### src/rtl/log2_lut_interp_if.sv
// Handshake and ROM-port bundle of the log2 unit.
// Latency: none; this is wiring only.
// Backpressure: carries in_ready/out_ready between the unit and its neighbours.
interface log2_lut_interp_if #(
  parameter int IN_WIDTH   = 16,
  parameter int ADDR_WIDTH = 4,
  parameter int DATA_WIDTH = 20,
  parameter int E_WIDTH    = $clog2(IN_WIDTH)
);
  // operand side
  logic                          in_valid;
  logic                          in_ready;
  logic [IN_WIDTH-1:0]           in_data;
  // dual-port ROM side
  logic [ADDR_WIDTH-1:0]         lut_addr_a;
  logic [ADDR_WIDTH-1:0]         lut_addr_b;
  logic [DATA_WIDTH-1:0]         lut_q_a;
  logic [DATA_WIDTH-1:0]         lut_q_b;
  // result side
  logic                          out_valid;
  logic                          out_ready;
  logic [E_WIDTH+DATA_WIDTH-1:0] out_data;
  logic                          out_err;

  // the log2 unit itself
  modport slave (
    input  in_valid, in_data, lut_q_a, lut_q_b, out_ready,
    output in_ready, lut_addr_a, lut_addr_b, out_valid, out_data, out_err
  );

  // environment: operand producer, ROM and result consumer
  modport master (
    output in_valid, in_data, lut_q_a, lut_q_b, out_ready,
    input  in_ready, lut_addr_a, lut_addr_b, out_valid, out_data, out_err
  );
endinterface

### src/rtl/log2_lut_interp.sv
// Fixed-point log2: normalise, look up L[idx]/L[idx+1] in an external ROM, interpolate.
// Latency: operand presented in cycle T -> result valid after edge T+3; 1 result/cycle.
// Backpressure: single global advance enable; out stall freezes every stage and drops in_ready.
module log2_lut_interp #(
  parameter int IN_WIDTH   = 16,
  parameter int ADDR_WIDTH = 4,
  parameter int DATA_WIDTH = 20,
  parameter int R_BITS     = 8,
  parameter int E_WIDTH    = $clog2(IN_WIDTH)
) (
  input logic                clk,
  input logic                rst,
  log2_lut_interp_if.slave   bus
);

  // mantissa padded so idx and r can always be sliced from the top, even if
  // IN_WIDTH-1 is narrower than ADDR_WIDTH+R_BITS
  localparam int MW = IN_WIDTH - 1 + ADDR_WIDTH + R_BITS;
  localparam int PW = DATA_WIDTH + R_BITS + 1;
  localparam logic [DATA_WIDTH:0] ONE_HI = {1'b1, {DATA_WIDTH{1'b0}}};

  // global advance
  logic                          en;

  // S1 combinational normalisation
  logic [E_WIDTH-1:0]            lead_e;
  logic [E_WIDTH-1:0]            norm_sh;
  logic [IN_WIDTH-1:0]           norm_x;
  logic [MW-1:0]                 m_pad;
  logic [ADDR_WIDTH-1:0]         in_idx;
  logic [R_BITS-1:0]             in_r;
  logic                          in_z;

  // S1 registers
  logic                          s1_valid;
  logic [E_WIDTH-1:0]            s1_e;
  logic [ADDR_WIDTH-1:0]         s1_idx;
  logic [R_BITS-1:0]             s1_r;
  logic                          s1_z;

  // S2 registers
  logic                          s2_valid;
  logic [E_WIDTH-1:0]            s2_e;
  logic [R_BITS-1:0]             s2_r;
  logic                          s2_z;
  logic                          s2_wrap;

  // ROM data capture
  logic                          q_fresh;
  logic [DATA_WIDTH-1:0]         qa_sav;
  logic [DATA_WIDTH-1:0]         qb_sav;
  logic [DATA_WIDTH-1:0]         qa;
  logic [DATA_WIDTH-1:0]         qb;

  // interpolation
  logic [DATA_WIDTH:0]           hi;
  logic [DATA_WIDTH:0]           diff;
  logic [PW-1:0]                 prod;
  logic [DATA_WIDTH:0]           step;
  logic [DATA_WIDTH-1:0]         frac;
  logic [E_WIDTH+DATA_WIDTH-1:0] nxt_data;

  // output registers
  logic                          out_valid_q;
  logic [E_WIDTH+DATA_WIDTH-1:0] out_data_q;
  logic                          out_err_q;

  // bits that are dropped by construction (leading one, truncated products)
  logic                          unused_bits;

  assign en           = !out_valid_q || bus.out_ready;
  assign bus.in_ready = en;

  // priority encoder: highest set bit wins because later iterations overwrite
  always_comb begin
    lead_e = '0;
    for (int i = 0; i < IN_WIDTH; i++) begin
      if (bus.in_data[i]) lead_e = E_WIDTH'(i);
    end
  end

  // shift the leading one up to the MSB; the bits below it form the mantissa.
  // x == 0 gives lead_e = 0 and an all-zero shift result, so idx = r = 0.
  assign norm_sh = E_WIDTH'(IN_WIDTH - 1) - lead_e;
  assign norm_x  = bus.in_data << norm_sh;
  assign m_pad   = {norm_x[IN_WIDTH-2:0], {(ADDR_WIDTH + R_BITS){1'b0}}};
  assign in_idx  = m_pad[MW-1 -: ADDR_WIDTH];
  assign in_r    = m_pad[MW-1-ADDR_WIDTH -: R_BITS];
  assign in_z    = (bus.in_data == '0);

  // S1: capture the normalised operand on accept
  always_ff @(posedge clk or posedge rst) begin
    if (rst) begin
      s1_valid <= 1'b0;
      s1_e     <= '0;
      s1_idx   <= '0;
      s1_r     <= '0;
      s1_z     <= 1'b0;
    end else if (en) begin
      s1_valid <= bus.in_valid;
      if (bus.in_valid) begin
        s1_e   <= lead_e;
        s1_idx <= in_idx;
        s1_r   <= in_r;
        s1_z   <= in_z;
      end
    end
  end

  // ROM addresses come straight from S1 so the ROM reads S1's item on the
  // same edge that moves it into S2
  assign bus.lut_addr_a = s1_idx;
  assign bus.lut_addr_b = s1_idx + ADDR_WIDTH'(1);

  // S2: exponent, weight and wrap flag wait here for the ROM words
  always_ff @(posedge clk or posedge rst) begin
    if (rst) begin
      s2_valid <= 1'b0;
      s2_e     <= '0;
      s2_r     <= '0;
      s2_z     <= 1'b0;
      s2_wrap  <= 1'b0;
    end else if (en) begin
      s2_valid <= s1_valid;
      if (s1_valid) begin
        s2_e    <= s1_e;
        s2_r    <= s1_r;
        s2_z    <= s1_z;
        s2_wrap <= (s1_idx == '1);
      end
    end
  end

  // ROM words belong to S2 only in the first cycle after S2 loads; keep a
  // copy so a stall does not let S1's lookup overwrite them
  always_ff @(posedge clk or posedge rst) begin
    if (rst) begin
      q_fresh <= 1'b0;
      qa_sav  <= '0;
      qb_sav  <= '0;
    end else begin
      q_fresh <= en && s1_valid;
      if (q_fresh) begin
        qa_sav <= bus.lut_q_a;
        qb_sav <= bus.lut_q_b;
      end
    end
  end

  assign qa = q_fresh ? bus.lut_q_a : qa_sav;
  assign qb = q_fresh ? bus.lut_q_b : qb_sav;

  // linear interpolation; the last segment's upper end is 1.0, which does not
  // fit in a ROM word, hence the wrap substitution
  always_comb begin
    hi       = s2_wrap ? ONE_HI : {1'b0, qb};
    diff     = hi - {1'b0, qa};
    prod     = {{R_BITS{1'b0}}, diff} * {{(DATA_WIDTH + 1){1'b0}}, s2_r};
    step     = prod[PW-1 -: (DATA_WIDTH + 1)];
    frac     = qa + step[DATA_WIDTH-1:0];
    nxt_data = s2_z ? '0 : {s2_e, frac};
  end

  assign unused_bits = ^{norm_x[IN_WIDTH-1], prod[R_BITS-1:0], step[DATA_WIDTH]};

  // OUT: result register, held stable while the consumer stalls
  always_ff @(posedge clk or posedge rst) begin
    if (rst) begin
      out_valid_q <= 1'b0;
      out_data_q  <= '0;
      out_err_q   <= 1'b0;
    end else if (en) begin
      out_valid_q <= s2_valid;
      if (s2_valid) begin
        out_data_q <= nxt_data;
        out_err_q  <= s2_z;
      end
    end
  end

  assign bus.out_valid = out_valid_q;
  assign bus.out_data  = out_data_q;
  assign bus.out_err   = out_err_q;

endmodule

### src/flat_wrapper.sv
// flat-port wrapper written by rule: the top's interface ports become plain ports
module log2_lut_interp_flat 
#(
  parameter int IN_WIDTH   = 16,
  parameter int ADDR_WIDTH = 4,
  parameter int DATA_WIDTH = 20,
  parameter int R_BITS     = 8,
  parameter int E_WIDTH    = $clog2(IN_WIDTH)
)
  (clk, rst, bus_in_valid, bus_in_data, bus_lut_q_a, bus_lut_q_b, bus_out_ready, bus_in_ready, bus_lut_addr_a, bus_lut_addr_b, bus_out_valid, bus_out_data, bus_out_err);
  log2_lut_interp_if #(.IN_WIDTH(IN_WIDTH), .ADDR_WIDTH(ADDR_WIDTH), .DATA_WIDTH(DATA_WIDTH), .E_WIDTH(E_WIDTH)) bus_i ();
  input logic clk;
  input logic rst;
  input wire logic [$bits(bus_i.in_valid)-1:0] bus_in_valid;
  input wire logic [$bits(bus_i.in_data)-1:0] bus_in_data;
  input wire logic [$bits(bus_i.lut_q_a)-1:0] bus_lut_q_a;
  input wire logic [$bits(bus_i.lut_q_b)-1:0] bus_lut_q_b;
  input wire logic [$bits(bus_i.out_ready)-1:0] bus_out_ready;
  output wire logic [$bits(bus_i.in_ready)-1:0] bus_in_ready;
  output wire logic [$bits(bus_i.lut_addr_a)-1:0] bus_lut_addr_a;
  output wire logic [$bits(bus_i.lut_addr_b)-1:0] bus_lut_addr_b;
  output wire logic [$bits(bus_i.out_valid)-1:0] bus_out_valid;
  output wire logic [$bits(bus_i.out_data)-1:0] bus_out_data;
  output wire logic [$bits(bus_i.out_err)-1:0] bus_out_err;
  assign bus_i.in_valid = bus_in_valid;
  assign bus_i.in_data = bus_in_data;
  assign bus_i.lut_q_a = bus_lut_q_a;
  assign bus_i.lut_q_b = bus_lut_q_b;
  assign bus_i.out_ready = bus_out_ready;
  assign bus_in_ready = bus_i.in_ready;
  assign bus_lut_addr_a = bus_i.lut_addr_a;
  assign bus_lut_addr_b = bus_i.lut_addr_b;
  assign bus_out_valid = bus_i.out_valid;
  assign bus_out_data = bus_i.out_data;
  assign bus_out_err = bus_i.out_err;
  log2_lut_interp #(.IN_WIDTH(IN_WIDTH), .ADDR_WIDTH(ADDR_WIDTH), .DATA_WIDTH(DATA_WIDTH), .R_BITS(R_BITS), .E_WIDTH(E_WIDTH)) u_core (.clk(clk), .rst(rst), .bus(bus_i));
endmodule
### config.mk
export PLATFORM = sky130hd
export DESIGN_NAME = log2_lut_interp_flat
export DESIGN_NICKNAME = d
export VERILOG_FILES = /design/src/rtl/log2_lut_interp_if.sv /design/src/rtl/log2_lut_interp.sv /design/src/flat_wrapper.sv
export SDC_FILE = /design/constraint.sdc
export NUM_CORES = 1
export LEC_CHECK = 0
export CAP_MARGIN = 10
export CELL_PAD_IN_SITES_DETAIL_PLACEMENT = 1
export CELL_PAD_IN_SITES_GLOBAL_PLACEMENT = 2
export CORE_MARGIN = 2
export CORE_UTILIZATION = 40
export DETAILED_ROUTE_END_ITERATION = 6
export PLACE_DENSITY = 0.87
export SETUP_SLACK_MARGIN = 0.02
export SLEW_MARGIN = 20
export SYNTH_ARGS = -nofsm -noshare
export SYNTH_HDL_FRONTEND = slang
export SYNTH_SLANG_ARGS = --single-unit
### constraint.sdc
create_clock -name clk -period 16.14 [get_ports clk]
set_input_delay 3.228 -clock clk [delete_from_list [all_inputs] [get_ports clk]]
set_output_delay 3.228 -clock clk [all_outputs]
set_load 0.05 [all_outputs]
Yosys cells after proc, flatten, opt, wreduce, memory -nomap -nowiden

Index checks and enable logic that the tools add are counted.

Bits of input ports: 60
Output and inout bits: 35
Logic and storage cells: 49
Bits in registers: 100

Add/subtract/negate cells: 4
Reductions and logical operators: 7
Shift-type cells: 1
Multipliers: 1
Eq/ne operators: 1
Muxes and demuxes: 19

Operators with widths:

| operator                                                      | count |
|---|---|
| 20-bit two-way mux                                            | 2 |
| 4-bit two-way mux                                             | 8 |
| 21-bit by 8-bit multiplier with 28-bit output                 | 1 |
| 24-bit two-way mux                                            | 1 |
| 21-bit two-way mux                                            | 1 |
| 21-bit by 20-bit subtractor with 21-bit output                | 1 |
| 20-bit adder                                                  | 1 |
| 16-bit zero test                                              | 1 |
| 16-bit by 4-bit << shifter with 15-bit output                 | 1 |
| 3-bit two-way mux                                             | 4 |
| 2-bit AND reduction                                           | 3 |
| 4-bit by 1-bit adder with 4-bit output, second input constant | 1 |
| 4-bit equality test, second input constant                    | 1 |
| 2-bit two-way mux                                             | 2 |
| 4-bit subtractor, first input constant                        | 1 |
| 1-bit logical AND                                             | 1 |
| 1-bit zero test                                               | 1 |
| 1-bit logical OR                                              | 1 |
| 1-bit two-way mux                                             | 1 |

Depth between registers and ports, before layout

Gate-level depths: netlist (run 1).

Word-level depth: 17
Depth in mapped cells: 41
Mapped depth without buffers: 39

Worst setup path before layout (run 1)

OpenSTA, ideal clock, no wires.

Path kind: input to register
Start: in bus_lut_q_b[1]
End: reg u_core.out_data_q[19] (netlist: u_core.bus.out_data[19])
Library setup time: 0.122 ns
Arrival: 11.407 ns
Buffers on the path: 0
Setup slack: 4.611 ns
Stages on the path: 38
Required time: 16.018 ns
Cell sequence: mux2_2 > nor2b_1 > ha_1 > a21o_1 > a21o_1 > a21o_1 > a31o_1 > a21oi_1 > o21bai_1 > a21oi_1 > xnor2_1 > and2_1 > fa_1 > fa_1 > fa_1 > inv_1 > fa_1 > inv_1 > (+2 left out) > nand2_1 > a31oi_1 > o221ai_1 > a41o_1 > and2_1 > o21a_1 > o21a_1 > o21a_1 > o31a_1 > ha_1 > a21o_1 > a31o_2 > a31o_2 > nor4_1 > a211oi_1 > xnor2_1 > o21bai_1 > a32o_1

Word-level cells in the longest chain between the ends: 6

Ends and longest elaborated chain:

| element                                        | line                   | source |
|---|---|---|
| from (decl)                                    | flat_wrapper.sv:17     | `input wire logic [$bits(bus_i.lut_q_b)-1:0] bus_lut_q_b;` |
| 20-bit two-way mux                             | log2_lut_interp.sv:151 | `assign qb = q_fresh ? bus.lut_q_b : qb_sav;` |
| 21-bit two-way mux                             | log2_lut_interp.sv:156 | `hi = s2_wrap ? ONE_HI : {1'b0, qb};` |
| 21-bit by 20-bit subtractor with 21-bit output | log2_lut_interp.sv:157 | `diff = hi - {1'b0, qa};` |
| 21-bit by 8-bit multiplier with 28-bit output  | log2_lut_interp.sv:158 | `prod = {{R_BITS{1'b0}}, diff} * {{(DATA_WIDTH + 1){1'b0}}, s2_r};` |
| 20-bit adder                                   | log2_lut_interp.sv:160 | `frac = qa + step[DATA_WIDTH-1:0];` |
| 24-bit two-way mux                             | log2_lut_interp.sv:161 | `nxt_data = s2_z ? '0 : {s2_e, frac};` |
| to (signal assigned)                           | log2_lut_interp.sv:175 | `out_data_q <= nxt_data;` |
| to (decl)                                      | log2_lut_interp.sv:65  | `logic [E_WIDTH+DATA_WIDTH-1:0] out_data_q;` |

No other way between the ends.
A chain may end at the register's enable or synchronous reset.

Worst setup path in the final report (run 1)

Start: in bus_lut_q_b[1]
End: reg u_core.out_data_q[19] (netlist: u_core.bus.out_data[19])

Word-level cells in the longest chain between the ends: 6

Ends and longest elaborated chain:

| element                                        | line                   | source |
|---|---|---|
| 20-bit two-way mux                             | log2_lut_interp.sv:151 |  |
| via u_core.qb[1]                               | log2_lut_interp.sv:53  | `logic [DATA_WIDTH-1:0] qb;` |
| 21-bit two-way mux                             | log2_lut_interp.sv:156 |  |
| 21-bit by 20-bit subtractor with 21-bit output | log2_lut_interp.sv:157 |  |
| 21-bit by 8-bit multiplier with 28-bit output  | log2_lut_interp.sv:158 |  |
| 20-bit adder                                   | log2_lut_interp.sv:160 |  |
| 24-bit two-way mux                             | log2_lut_interp.sv:161 |  |

The timed path passes the listed nets, and every way through them passes these cells.

==> metrics.cfg, run 1 <==
[run_status]
status=finished clean

[layout]
areaGrowthSynthToFinish_pct=14.7
final_cell_mix=inv_1 (154), and2_1 (128), fa_1 (114)
final_common_cell=inv_1
diodes=0
fillers=3209
nets=1547
drive_gt1_share_pct=6.19

[clocking]
holdBufCountCts=0
cts.sinks=100
cts_buffers=9
clk_latency_ns=0.36
clkTransAtPathRegs_ns=0.08
post-cts-setup-buffers=0
cts_tree=yes
root_buffer=clkbuf_16
clockBufferDepth=2
cts_resized=0
ctsHtreeMaxLevel=3

[critical_path]
r2r_start=u_core.q_fresh
critPathKind=in -> reg
r2r-end=u_core.bus.out_data[19]
rrSetupSlack_ns=5.98
critPathLaunch=bus_lut_q_b[1]
cp_max_fo=8
cp-start-kind=input port
crit_arrival_ns=12.67
r2r_cells=39
cp.required_ns=16.40
cpMaxStageDelayCell=fa_1
max_stage_delay_ns=0.55
endpoint_kind=flip-flop

[floorplan]
die_h_um=172
coreArea_um2=27800
start_util_pct=40.7
chipWidth_um=172
num_rows=61
ios=95
die_area_um2=29600

[synth]
synth_compound_area_share_pct=12.6
netlist.area_leader.share_pct=22.2
ys.flop_type=dfrtp_1
yosys.area_share.adder_pct=29.6
synthesis.area_um2=11300
synth_xor_area_share_pct=3.95
muxShareOfSynthArea_pct=7.64
yosysSeqAreaShare_pct=22.2
avgSynthCellArea_um2=9.33
synth_top_family_by_area=adder cells
mappedNetlistNets=1470
synth_edf_count=0
yosysUniqueCellTypes=58
synthCells=1211
synth_area_leaders=dfrtp_1 (22%), fa_1 (20%), ha_1 (9.4%)
synth_top_area_cell=dfrtp_1
ys_warn_count=0
synth-simple-area-share_pct=17.4
async_reset_ff_share_pct=100
ys_ff_latch=100

[timing]
drv_slew=0
finalClockSkew_ns=0.0147
finalCritPeriodShare_pct=76.9
setup_violations=0
period_needed_ns=12.41
fmax_mhz=80.6
relSlewSlack_pct=42.2
grt_setup_unrepaired=no
worst_pin_slew_ns=0.867
fin_tns_setup_ns=0
finalHoldViolations=0

[place]
port_buffers=94
gp_congestion=0.838
dp_hpwl_mm=24.1

[drt]
wl_per_cell_um=17.9
firstDrtPassIters=4
routed_wl_mm=29.9
drt_iter0_drc=311
post-route-drc-count=0
ant_nets=0
vias_per_cell=5.23
dr_total_vias=8735

[global_route]
grt_pass1_wl_mm=49.7
groute.usage.overall_pct=21.3
overflow=0
grt_max_degree=52
grt_pass1_vias=9701
antenna_found_initial=0

[worst_hold_path]
worstHoldPathType=reg -> reg
hold_depth=2
min_from=u_core.s2_valid
hold_path_end=u_core.bus.out_valid

[flow_run]
drv_cap=0

how the worst max path moves through the flow:
stage | to | slack (ns) | cells after the start
6_report | u_core.bus.out_data[19] | 3.73 | 39
3_3_place_gp | u_core.bus.out_data[19] | 3.73 | 39
4_1_cts | u_core.bus.out_data[19] | 3.75 | 39
2_1_floorplan | u_core.bus.out_data[19] | 4.61 | 38
3_5_place_dp | u_core.bus.out_data[19] | 3.38 | 39
5_1_grt | u_core.bus.out_data[19] | 3.23 | 39
critical path, delay by kind of cell:
family                   cells  cell delay [ns]
AND/OR/NAND/NOR              6             0.98
buffers and inverters        3             0.51
adder cells (fa/ha/maj)      7             3.02
AO/OA/AOI/OAI               20             4.13
multiplexers                 1             0.28
XOR/XNOR                     2             0.50
per-layer routing:
layer / up-vias / share of wire, % / global-route usage, %
met5: - / 0 / 0
met4: 0 / 2.3 / 5.81
met3: 35 / 2.3 / 2.52
met2: 106 / 53 / 40.5
met1: 4428 / 43 / 25.1
li1: 4166 / - / -
flip-flops by register name, indices dropped and copies added, names as in the netlist:
register and cells:
u_core.s1_z 1, u_core.q_fresh 1, u_core.s1_r 8, u_core.bus.lut_addr_a 4, u_core.qa_sav 20, u_core.bus.out_err 1
u_core.s2_r 8, u_core.s1_e 4, u_core.s1_valid 1, u_core.bus.out_data 24, u_core.s2_wrap 1, u_core.qb_sav 20
u_core.s2_valid 1, u_core.s2_z 1, u_core.bus.out_valid 1, u_core.s2_e 4
per-stage QoR:
step | setup WS [ns] | cells | utilization, % | area, µm² | hold WS, ns
floorplan | 4.61 | 1211 | - | 11300 | 0.436
global placement | 3.73 | 1655 | 45.6 | 12700 | 0.452
detailed placement | 3.38 | 1655 | 45.6 | 12700 | 0.457
CTS | 3.75 | 1671 | 46.6 | 13000 | 0.478
global route | 3.23 | 1671 | 46.7 | 13000 | 0.511
finish | 3.73 | 1671 | 46.7 | 13000 | 0.473
area by class of cell:
cell class	instances	area [µm²]	area share, %
inverters	156	588	4.54
multi-input cells	913	8060	62.2
flip-flops and latches	100	2500	19.3
well taps	378	473	3.65
clock inverters	7	67.6	0.521
clock buffers	9	225	1.74
repair buffers	108	1050	8.07
synthesized netlist by cell type (4+ instances only):
library cell,count
a211oi_1,12
inv_1,155
a21o_1,21
mux2_2,38
clkbuf_1,39
or3_1,4
nor2_1,57
and2_1,128
nor3_1,29
a21oi_1,47
o41ai_1,4
a22o_1,16
o31ai_1,6
o21bai_1,10
ha_1,85
dfrtp_1,100
nand2b_1,19
nand2_1,69
fa_1,114
xor2_1,10
mux2i_1,42
nor2b_1,37
nand3_1,11
nor4_1,4
xnor2_1,41
o21a_1,12
o21ai_0,41
a31oi_1,12
and3_1,4
cell families (layout without fill, tap and decap cells):
kind of cell / after synthesis / in the layout
multiplexers: 81 / 81
XOR/XNOR: 51 / 51
flip-flops: 100 / 100
AND/OR/NAND/NOR: 371 / 371
buffers and inverters: 198 / 280
AO/OA/AOI/OAI: 211 / 211
adder cells (fa/ha/maj): 199 / 199
Power of run 1 is left out: the tool's default activity adds up to more than one toggle a clock period on the data nets, which glitch-free logic cannot reach.
==> run 2: changes to the inputs <==
- CORE_UTILIZATION: 40 -> 38
- PLACE_DENSITY: 0.87 -> 0.83
- clock period: 16.14 -> 12.7 ns (I/O delays scaled with it)
==> run 2 against run 1 <==
Worst hold slack improved by 0.012 ns. Count of clock-buffer cells in the layout is 2 higher. Clock skew about the same. First-iteration DRC count rose by 3.5%. Global-route usage shrank 0.55 points. Via count fell by 0.54%. Routed wire length is 3.4% higher. Utilization down 2.6 points. Die area increased by 5.1%. Largest cell class unchanged. Critical path depth did not move.
==> metrics.cfg, run 2 (synthesis gave the netlist of run 1 again) <==
[layout]
nets=1547  ; unchanged
final_common_cell=inv_1
largest_reg_flops=24  ; unchanged
design_area_um2=13000  ; +0.20%
areaGrowthSynthToFinish_pct=15.0
final_cell_mix=inv_1 (154), and2_1 (128), fa_1 (114)
drive_gt1_share_pct=6.11  ; -0.077 points
final_util_pct=44.1  ; -2.6 points
fin_cells=1684  ; +0.78%

[drt]
wl_per_cell_um=18.3  ; +2.6%
firstDrtPassIters=4  ; unchanged
drt_iter0_drc=322  ; +3.5%
routed_wl_mm=30.9  ; +3.4%
dr_total_vias=8688  ; -0.54%
post-route-drc-count=0  ; unchanged
ant_nets=0  ; unchanged
vias_per_cell=5.16  ; -1.3%

[worst_hold_path]
worstHoldPathType=reg -> reg
hold_depth=2  ; unchanged

[floorplan]
ios=95  ; unchanged
die_area_um2=31100  ; +5.1%
coreArea_um2=29500  ; +6.1%
die_h_um=176  ; +2.5%
num_rows=63  ; +3.3%
chipWidth_um=176  ; +2.5%
start_util_pct=38.3  ; -2.3 points

[global_route]
gr-usage-met1_pct=25.3  ; +0.17 points
grt_max_degree=73  ; +40%
grt_use_met3_pct=2.80  ; +0.28 points
grtUsageMet2_pct=38.2  ; -2.2 points
antenna_found_initial=1  ; +1
grt_pass1_vias=9672  ; -0.30%
groute.usage.overall_pct=20.7  ; -0.55 points
grt_pass1_wl_mm=50.8  ; +2.4%
overflow=0  ; unchanged
top_usage_layer=met2

[clocking]
holdBufCountCts=0  ; unchanged
ctsHtreeMaxLevel=3  ; unchanged
root_buffer=clkbuf_16
cts.sinks=100  ; unchanged
clkTransAtPathRegs_ns=0.07  ; about the same
cts_buffers=9  ; unchanged
post-cts-setup-buffers=0  ; unchanged
clockBufferDepth=2  ; unchanged
clk_latency_ns=0.35  ; about the same
cts_tree=yes
cts_resized=0  ; unchanged

[timing]
finalHoldViolations=0  ; unchanged
finalCritPeriodShare_pct=93.3
grt_setup_unrepaired=no
period_needed_ns=11.85
fin_tns_setup_ns=0  ; unchanged
worst_pin_slew_ns=0.961  ; +0.0938 ns
drv_slew=0  ; unchanged
setup_violations=0  ; unchanged
finalClockSkew_ns=0.0148  ; +0.0000676 ns
fmax_mhz=84.4
relSlewSlack_pct=35.9  ; -6.3 points

[critical_path]
max_stage_delay_ns=0.56  ; about the same
cp_max_fo=8  ; unchanged
critPathKind=in -> reg
cp.required_ns=12.94  ; -3.46 ns
cpMaxStageDelayCell=fa_1
rrSetupSlack_ns=2.44  ; -3.54 ns
crit_arrival_ns=12.09  ; -0.58 ns
cp-start-kind=input port
endpoint_kind=flip-flop
r2r_cells=37  ; -5.1%

[flow_run]
drv_cap=0  ; unchanged

[place]
place_inst=1667  ; +0.73%
place_area_um2=12700  ; +0.12%
gp_congestion=0.870  ; +3.9%
dp_hpwl_mm=25.4  ; +5.3%
port_buffers=94  ; unchanged

[run_status]
status=finished clean

run 2: changes by cell type in the layout (fill, tap and decap cells not counted), sizes merged:
cell	before	now
clkinv	4	1
clkinvlp	0	2
inv	159	157
bufinv	0	1
diode	0	1
clkbuf	9	11
run 2: path summary, 6_finish.rpt:
kind | from | to
setup / recovery | bus_lut_q_b[1] | u_core.bus.out_data[19]
hold / removal | u_core.s1_e[1] | u_core.s1_e[1]
setup reg to reg | u_core.q_fresh | u_core.bus.out_data[19]
hold reg to reg | u_core.s1_e[1] | u_core.s1_e[1]
max in group asynchronous | rst | u_core.q_fresh
min in group asynchronous | rst | u_core.s2_valid
run 2: routing by layer:
metal,vias up,routed length [µm]
li1,4164,-
met1,4373,13300
met2,112,16200
met3,39,728
met4,0,687
met5,-,0
run 2: stage by stage:
| step | setup WS, ns | hold slack (ns) |
|---|---|---|
| 5_1_grt | 0.277 | 0.511 |
| 2_1_floorplan | 1.86 | 0.436 |
| 3_3_place_gp | 0.895 | 0.463 |
| 6_report | 0.852 | 0.485 |
| 3_5_place_dp | 0.593 | 0.473 |
| 4_1_cts | 0.845 | 0.490 |
run 2: critical path, delay by kind of cell:
kind | cells | cell delay, ns
simple gates | 6 | 0.98
compound gates | 20 | 4.21
mux | 1 | 0.27
fa+ha+maj | 7 | 3.13
buf+inv | 3 | 0.49
xor+xnor | 2 | 0.46
run 2: layout make-up:
cell class | count | area [µm²]
fill | 3422 | 16500
multi-input combinational | 913 | 8060
sequential | 100 | 2500
timing repair buffer | 108 | 1050
inverter | 156 | 588
tap | 390 | 488
clock buffer | 11 | 243
clock inverter | 5 | 58.8
antenna | 1 | 2.50
Power of run 2 is left out for the same reason.
==> run 3: changes to the inputs <==
- CORE_UTILIZATION: 38 -> 42
- DONT_BUFFER_PORTS: default -> 1
- SETUP_SLACK_MARGIN: 0.02 -> 0.3
==> run 3 against run 2 <==
Worst setup slack better by 0.55 ns. Non-clock buffer count down 97. Sequential share of layout area up 1.6 points. First-iteration DRC count down 15%. Routed wire length down 8.8%. Worst hold slack worse by 0.0053 ns.
==> metrics.cfg, run 3 (synthesis gave the netlist of run 1 again) <==
[clocking]
clockBufferDepth=2  ; unchanged
root_buffer=clkbuf_16
cts_resized=0  ; unchanged
clkTransAtPathRegs_ns=0.09  ; +0.02 ns
holdBufCountCts=0  ; unchanged
ctsHtreeMaxLevel=3  ; unchanged
clk_latency_ns=0.37  ; +0.02 ns
post-cts-setup-buffers=0  ; unchanged
cts_tree=yes
cts.sinks=100  ; unchanged
cts_buffers=9  ; unchanged

[critical_path]
cpMaxStageDelayCell=fa_1
r2r_start=u_core.q_fresh
r2r_cells=38  ; +2.7%
endpoint_kind=flip-flop
critPathKind=in -> reg
rrSetupSlack_ns=2.55  ; +0.11 ns
crit_arrival_ns=11.56  ; -0.53 ns
max_stage_delay_ns=0.56  ; about the same
r2r-end=u_core.bus.out_data[19]
cp-start-kind=input port
cp.required_ns=12.96  ; +0.02 ns
critPathMostFrequentCell=fa_1
cp_max_fo=8  ; unchanged

[timing]
holdWs_ns=0.480  ; -0.00528 ns
drv_slew=0  ; unchanged
finalWorstSetupSlack_ns=1.40  ; +0.547 ns
finalCritPeriodShare_pct=89.0  ; -4.3 points
fmax_mhz=88.5  ; +4.8%
setup_violations=0  ; unchanged
finalHoldViolations=0  ; unchanged
period_needed_ns=11.30  ; -0.547 ns
grt_setup_unrepaired=no
worst_pin_slew_ns=1.10  ; +0.137 ns
fin_tns_setup_ns=0  ; unchanged
finalClockSkew_ns=0.0120  ; -0.00279 ns
relSlewSlack_pct=26.3  ; -9.7 points

[global_route]
grt_max_degree=69  ; -5.5%
grt_pass1_wl_mm=47.5  ; -6.5%
groute.usage.overall_pct=21.0  ; +0.31 points
antenna_found_initial=0  ; -1
overflow=0  ; unchanged
grt_pass1_vias=9230  ; -4.6%

[layout]
areaGrowthSynthToFinish_pct=6.04
drive_gt1_share_pct=6.44  ; +0.33 points
final_common_cell=inv_1
nets=1450  ; -6.3%
final_cell_mix=inv_1 (154), and2_1 (128), fa_1 (114)
final_util_pct=44.9  ; +0.89 points
largest_reg_flops=24  ; unchanged
diodes=0  ; -1

[place]
port_buffers=0  ; -100%
pre_cts_ws_ns=1.06  ; +0.463 ns
dp_hpwl_mm=22.7  ; -10%
gp_congestion=0.841  ; -3.3%

[worst_hold_path]
hold_depth=2  ; unchanged
worstHoldPathType=reg -> reg
hold_path_end=u_core.bus.out_valid
min_from=u_core.s2_valid

[run_status]
status=finished clean

[floorplan]
coreArea_um2=26700  ; -9.6%
start_util_pct=42.4  ; +4.1 points
ios=95  ; unchanged
chipWidth_um=168  ; -4.8%
die_h_um=168  ; -4.8%
num_rows=60  ; -4.8%
die_area_um2=28200  ; -9.3%

[drt]
vias_per_cell=5.43  ; +5.2%
drt_iter0_drc=273  ; -15%
wl_per_cell_um=18.3  ; about the same
firstDrtPassIters=4  ; unchanged
post-route-drc-count=0  ; unchanged
ant_nets=0  ; unchanged
routed_wl_mm=28.2  ; -8.8%
dr_total_vias=8341  ; -4.0%

[flow_run]
drv_cap=0  ; unchanged

[run 3: area by class of cell]
class                   instances  area, µm²
well taps                     341        427
repair buffers                 11       82.6
multi-input cells             913       8060
inverters                     156        588
flip-flops and latches        100       2500
clock inverters                 7       93.8
fillers                      3046      14700
clock buffers                   9        225
[run 3: metal layers]
| metal | up-vias | part of all wire [%] | global-route usage, % |
|---|---|---|---|
| met5 | - | 0 | 0 |
| met4 | 0 | 1.6 | 4.65 |
| met3 | 25 | 2.5 | 3.06 |
| met2 | 93 | 51 | 37.1 |
| met1 | 4234 | 45 | 27.4 |
| li1 | 3989 | - | - |
[run 3: per-stage QoR]
stage / std cells / area, µm²
5_1_grt: 1537 / 12000
2_1_floorplan: 1211 / 11300
6_report: 1537 / 12000
4_1_cts: 1537 / 12000
3_5_place_dp: 1521 / 11700
3_3_place_gp: 1521 / 11700
[run 3: worst max-delay path, delay by kind of cell]
kind | cells | cell delay [ns]
and+or+nand+nor | 6 | 0.89
xor gates and xnor gates | 2 | 0.51
AOI/OAI and AO/OA | 18 | 3.86
muxes | 1 | 0.26
buffers and inverters | 3 | 0.15
adders and majority gates | 8 | 3.36
[run 3: how the worst max path moves through the flow]
stage                    from                 endpoint  slack, ns  depth (start not counted)
6_report       bus_lut_q_b[0]  u_core.bus.out_data[19]       1.40                         38
4_1_cts        bus_lut_q_b[1]  u_core.bus.out_data[19]       1.41                         38
5_1_grt        bus_lut_q_b[0]  u_core.bus.out_data[19]       0.90                         38
2_1_floorplan  bus_lut_q_b[1]  u_core.bus.out_data[19]       1.86                         38
3_5_place_dp   bus_lut_q_b[1]  u_core.bus.out_data[19]       1.06                         38
3_3_place_gp   bus_lut_q_b[1]  u_core.bus.out_data[19]       1.40                         38
Power of run 3 is left out for the same reason.
